--- src/rtl/fifo_stream_reader_if.sv ---
// Bus bundle between a FIFO read port, the stream reader and the downstream
// stream consumer.
//   en      : read enable (into reader)
//   re      : FIFO read request (from reader)
//   rddata  : FIFO read data, valid the cycle after an accepted read
//   empty   : FIFO empty flag
//   m_data  : output stream data
//   m_valid : output stream valid
//   m_ready : downstream ready
//   m_last  : final beat of a packet
//   pkt_cnt : count of completed packets
// master = the reader, slave = its environment (FIFO + consumer).
interface fifo_stream_reader_if #(parameter int DATA_WIDTH = 8);
  logic                  en;
  logic                  re;
  logic [DATA_WIDTH-1:0] rddata;
  logic                  empty;
  logic [DATA_WIDTH-1:0] m_data;
  logic                  m_valid;
  logic                  m_ready;
  logic                  m_last;
  logic [15:0]           pkt_cnt;

  modport master (
    input  en, rddata, empty, m_ready,
    output re, m_data, m_valid, m_last, pkt_cnt
  );

  modport slave (
    output en, rddata, empty, m_ready,
    input  re, m_data, m_valid, m_last, pkt_cnt
  );
endinterface

--- src/rtl/fifo_stream_reader.sv ---
// Reads words from a FIFO with one-cycle read latency and presents them as a
// valid/ready stream cut into packets of PKT_LEN beats.
//   clk : clock, rising edge
//   rst : asynchronous, active-high reset
//   bus : fifo_stream_reader_if.master (FIFO read side + output stream)
// A 2-entry buffer absorbs the read latency so that back-to-back beats flow at
// one per cycle; reads are only issued when a slot is guaranteed free for the
// returning word.
module fifo_stream_reader #(
  parameter int DATA_WIDTH = 8,
  parameter int PKT_LEN    = 4
) (
  input logic                clk,
  input logic                rst,
  fifo_stream_reader_if.master bus
);
  localparam int             BW        = (PKT_LEN > 1) ? $clog2(PKT_LEN) : 1;
  localparam logic [BW-1:0]  LAST_BEAT = BW'(PKT_LEN - 1);

  logic                  r_armed;     // low until the first edge after reset
  logic                  r_inflight;  // read accepted last cycle, data arrives now
  logic [1:0]            r_occ;
  logic [DATA_WIDTH-1:0] r_buf0;      // head
  logic [DATA_WIDTH-1:0] r_buf1;
  logic [BW-1:0]         r_beat;
  logic [15:0]           r_pkt_cnt;

  logic                  w_valid;
  logic                  w_pop;
  logic                  w_last;
  logic                  w_rd;
  logic [2:0]            w_level;

  assign w_valid = (r_occ != 2'd0);
  assign w_pop   = w_valid & bus.m_ready;
  assign w_last  = w_valid & (r_beat == LAST_BEAT);
  // Slots committed after this edge if nothing new is read; pop implies occ>=1.
  assign w_level = {1'b0, r_occ} + {2'b00, r_inflight} - {2'b00, w_pop};
  // r_armed is cleared asynchronously, so this also holds re low during reset.
  assign w_rd    = r_armed & bus.en & ~bus.empty & (w_level < 3'd2);

  assign bus.re      = w_rd;
  assign bus.m_data  = r_buf0;
  assign bus.m_valid = w_valid;
  assign bus.m_last  = w_last;
  assign bus.pkt_cnt = r_pkt_cnt;

  always_ff @(posedge clk or posedge rst) begin
    if (rst) begin
      r_armed    <= 1'b0;
      r_inflight <= 1'b0;
      r_occ      <= 2'd0;
      r_buf0     <= '0;
      r_buf1     <= '0;
    end else begin
      r_armed    <= 1'b1;
      r_inflight <= w_rd;
      r_occ      <= r_occ + {1'b0, r_inflight} - {1'b0, w_pop};
      case ({r_inflight, w_pop})
        2'b01: r_buf0 <= r_buf1;
        2'b10: begin
          if (r_occ == 2'd0) r_buf0 <= bus.rddata;
          else               r_buf1 <= bus.rddata;
        end
        2'b11: begin
          // capture lands behind whatever survives the pop
          if (r_occ == 2'd1) r_buf0 <= bus.rddata;
          else begin
            r_buf0 <= r_buf1;
            r_buf1 <= bus.rddata;
          end
        end
        default: ;
      endcase
    end
  end

  always_ff @(posedge clk or posedge rst) begin
    if (rst) begin
      r_beat    <= '0;
      r_pkt_cnt <= 16'd0;
    end else if (w_pop) begin
      r_beat <= (r_beat == LAST_BEAT) ? '0 : r_beat + 1'b1;
      if (w_last) r_pkt_cnt <= r_pkt_cnt + 16'd1;
    end
  end
endmodule

--- src/flat_wrapper.sv ---
// flat-port wrapper written by rule: the top's interface ports become plain ports
module fifo_stream_reader_flat 
#(
  parameter int DATA_WIDTH = 8,
  parameter int PKT_LEN    = 4
)
  (clk, rst, bus_en, bus_rddata, bus_empty, bus_m_ready, bus_re, bus_m_data, bus_m_valid, bus_m_last, bus_pkt_cnt);
  fifo_stream_reader_if #(.DATA_WIDTH(DATA_WIDTH)) bus_i ();
  input logic clk;
  input logic rst;
  input wire logic [$bits(bus_i.en)-1:0] bus_en;
  input wire logic [$bits(bus_i.rddata)-1:0] bus_rddata;
  input wire logic [$bits(bus_i.empty)-1:0] bus_empty;
  input wire logic [$bits(bus_i.m_ready)-1:0] bus_m_ready;
  output wire logic [$bits(bus_i.re)-1:0] bus_re;
  output wire logic [$bits(bus_i.m_data)-1:0] bus_m_data;
  output wire logic [$bits(bus_i.m_valid)-1:0] bus_m_valid;
  output wire logic [$bits(bus_i.m_last)-1:0] bus_m_last;
  output wire logic [$bits(bus_i.pkt_cnt)-1:0] bus_pkt_cnt;
  assign bus_i.en = bus_en;
  assign bus_i.rddata = bus_rddata;
  assign bus_i.empty = bus_empty;
  assign bus_i.m_ready = bus_m_ready;
  assign bus_re = bus_i.re;
  assign bus_m_data = bus_i.m_data;
  assign bus_m_valid = bus_i.m_valid;
  assign bus_m_last = bus_i.m_last;
  assign bus_pkt_cnt = bus_i.pkt_cnt;
  fifo_stream_reader #(.DATA_WIDTH(DATA_WIDTH), .PKT_LEN(PKT_LEN)) u_core (.clk(clk), .rst(rst), .bus(bus_i));
endmodule
--- config.mk ---
export PLATFORM = sky130hd
export DESIGN_NAME = fifo_stream_reader_flat
export DESIGN_NICKNAME = d
export VERILOG_FILES = /design/src/rtl/fifo_stream_reader_if.sv /design/src/rtl/fifo_stream_reader.sv /design/src/flat_wrapper.sv
export SDC_FILE = /design/constraint.sdc
export NUM_CORES = 1
export LEC_CHECK = 0
export ABC_AREA = 1
export BUFFER_PORTS_ARGS = -buffer_cell sky130_fd_sc_hd__buf_2
export CAP_MARGIN = 30
export CELL_PAD_IN_SITES_DETAIL_PLACEMENT = 2
export CELL_PAD_IN_SITES_GLOBAL_PLACEMENT = 2
export CORE_ASPECT_RATIO = 1.2
export CORE_MARGIN = 8
export CORE_UTILIZATION = 32
export CTS_BUF_LIST = sky130_fd_sc_hd__clkbuf_4 sky130_fd_sc_hd__clkbuf_8 sky130_fd_sc_hd__clkbuf_16
export CTS_CLUSTER_SIZE = 8
export DETAILED_ROUTE_END_ITERATION = 16
export PLACE_DENSITY_LB_ADDON = 0.1
export SLEW_MARGIN = 0
export SYNTH_ARGS = -nofsm -noshare
export SYNTH_HDL_FRONTEND = slang
export SYNTH_SLANG_ARGS = --single-unit
export TNS_END_PERCENT = 30
--- constraint.sdc ---
create_clock -name clk -period 2.8 [get_ports clk]
set_clock_uncertainty 0.05 [all_clocks]
set_input_delay 0.56 -clock clk [delete_from_list [all_inputs] [get_ports clk]]
set_output_delay 0.56 -clock clk [all_outputs]
set_load 0.02 [all_outputs]
==> impl_metrics.toml <==
[outcome]
outcome = "finished with violations"
failed_checks = "setup timing"

[floorplanning]
dieArea_sq_um = 8760
start_util = 0.324
num_rows = 31
die_w_microns = 86.8
core_sq_um = 5930
die_h_microns = 101
ioPinCount = 40

[setup_path]
critPathLaunchType = "flop"
cp.arrival_ps = 2370
crit_start = "u_core.r_occ[0]$_DFF_PP0_"
required_ps = 2190
critPathCaptureType = "output port"
critical_path_peak_fanout = 2
r2r_start = "u_core.r_occ[0]$_DFF_PP0_"
criticalPathCategory = "reg2out"

[logic_synthesis]
async_flop_share = 1.00
netlist_top_cells_area = "dfrtp_1 49%, nand2_1 14%, inv_1 5.5%"
synthFlopType = "dfrtp_1"
yosysWarnings = 0
synth_edf_count = 0
synthCells = 226
yosys.area.top_type_share = 0.494
synth_area_sq_um = 1920
synth.distinct_cells = 28
ys_ff_latch = 38
synth.avg_cell_area_sq_um = 8.51
syn_nets = 246
synth_top_cell_by_area = "dfrtp_1"
synth_seq_area_share = 0.494

[pwr]
ir_drop_mv = 0.366
clockPowerShare = 0.174
switchingPower_mw = 0.993
power_frac_seq = 0.352
comb_power_share = 0.475
internal-power_mw = 1.40
powerDensity_nw_per_um2 = 916
total_power_mw = 2.39
p_leak_nw = 1.33
swShare = 0.416

[cells_and_area]
drive_gt1_frac = 0.327
area_growth_pct = 35.6
mostFrequentLayoutCell = "nand2_1"
fill_cells = 678
final_area_sq_um = 2610
final_nets = 319
layout_common_cells = "69 x nand2_1, 38 x buf_2, 38 x dfrtp_1"
antennaDiodeCount = 0
multiInputGateArea_sq_um = 901
fin_cells = 382
fin_util = 0.439
regArea_sq_um = 951

[placed_design]
detailed_place.area_sq_um = 2300
place.gp.congestion = 0.702
post-dp-hpwl_microns = 3850
portBuffers = 39
dp.cells = 355

[drt]
dr.max_layer_used = "met4"
drc = 0
route.met2.wl_microns = 3600
drtAntennaViolNets = 0
vias = 1763
wl_met3_microns = 184
drt-initial-drc-count = 41
wire_per_inst_microns = 16.4
via_per_inst = 4.62
dr.pass1.iters = 3
wl_met1_microns = 2400
drt-total-wl_microns = 6260

[clock_network]
clock_path_buffers = 2
cts_tree = "built"
clock-sinks = 38
postCtsHoldBufs = 0
numCtsBuffers = 5
htreeDepth = 2
cts_root_buffer = "clkbuf_8"
clk_pin_slew_ps = 90
clock_latency_ps = 300

[sta]
setup_viol = 1
setup_ws_ps = -185
tightest_slew_ps = 527
slew_viol_final = 0
slew_headroom = 0.649
fin_crit_ps = 2980
tns_ps = -185
rsz0062_at_grt = "true"
period_share = 1.07
fmax_mhz = 335
hold_viol = 0

[grt]
antenna_found_initial = 0
grt-ovfl-total = 0
grt_pass1_wl_microns = 10500
grt_start_max_net_pins = 39
grt_pass1_vias = 2120
grt_use_total = 0.155

[min_path]
worstHoldPathType = "in2async"

[job]
drv_cap = 0
## power by group through the flow
stage	logic (mW)	registers (mW)	clock network [mW]
final	1.13	0.840	0.415
after global routing	1.25	0.862	0.441
after CTS	1.05	0.834	0.422
after detailed placement	0.898	0.842	0
after global placement	0.863	0.837	0
after floorplan	0.489	0.935	0
## sequential cells by signal, indices dropped and copies added (netlist names)
| name | flops |
|---|---|
| u_core.bus.m_data | 8 |
| u_core.bus.pkt_cnt | 16 |
| u_core.r_armed | 1 |
| u_core.r_beat | 2 |
| u_core.r_buf1 | 8 |
| u_core.r_inflight | 1 |
| u_core.r_occ | 2 |
## Yosys cell counts, drive strengths merged (3+ instances only)
cell type,count
xnor2,3
dfrtp,38
o21ai,11
nand3,9
ha,6
nand4,3
nor2,26
inv,30
a21oi,9
nor3,3
xor2,8
nand2,73
## metrics by stage
step	hold WS [ps]	setup slack, ps
after floorplan	395	2.24
after global placement	407	-132
after detailed placement	418	-167
after CTS	348	-104
after global routing	426	-272
final	352	-185
## final cells by class
class / count / share of cell area
sequential: 38 / 0.365
multi-input combinational: 157 / 0.345
timing repair buffer: 67 / 0.171
inverter: 30 / 0.0432
tap: 82 / 0.0393
clock buffer: 6 / 0.0317
clock inverter: 2 / 0.00480
## worst paths after layout
path / slack [ps] / end / cells past startpoint
max reg2reg: 60 / u_core.r_beat[1]$_DFFE_PP0P_ / 21
min reg2reg: 430 / u_core.bus.m_data[0]$_DFFE_PP0P_ / 2
max: -180 / bus_re / 9
max in group asynchronous: 1990 / u_core.bus.m_data[0]$_DFFE_PP0P_ / 3
min: 350 / u_core.r_occ[1]$_DFF_PP0_ / 3
min in group clk: 430 / u_core.bus.m_data[0]$_DFFE_PP0P_ / 2
## what timing repair did
action,4_1_cts,5_1_grt
pin swaps,5,3
setup endpoints to repair,1,2
setup buffers,20,1
resized for setup,7,11
## critical path, cell delays in order, from the launching register on
cell	delay, ps
dfrtp_1	430
nor2_4	70
nor2_4	130
inv_2	70
ha_4	260
inv_2	40
ha_4	150
fa_2	450
nor4_4	290
buf_4	190
## layer usage
layer  track usage  vias to the layer above
met1         0.157                      891
met4        0.0438                        0
met2         0.304                       24
met3        0.0334                        6
li1              -                      842
met5             0                        -
## cell families (layout without fill, tap and decap cells)
family,count (synthesis),count (layout),synth area share
xor+xnor,11,11,0.0501
compound gates,22,22,0.0709
flops,38,38,0.494
fa+ha+maj,7,7,0.0494
other cells,1,1,0.00195
simple gates,116,116,0.269
buf+inv,31,105,0.0644
(Power assumes the default switching activity.)
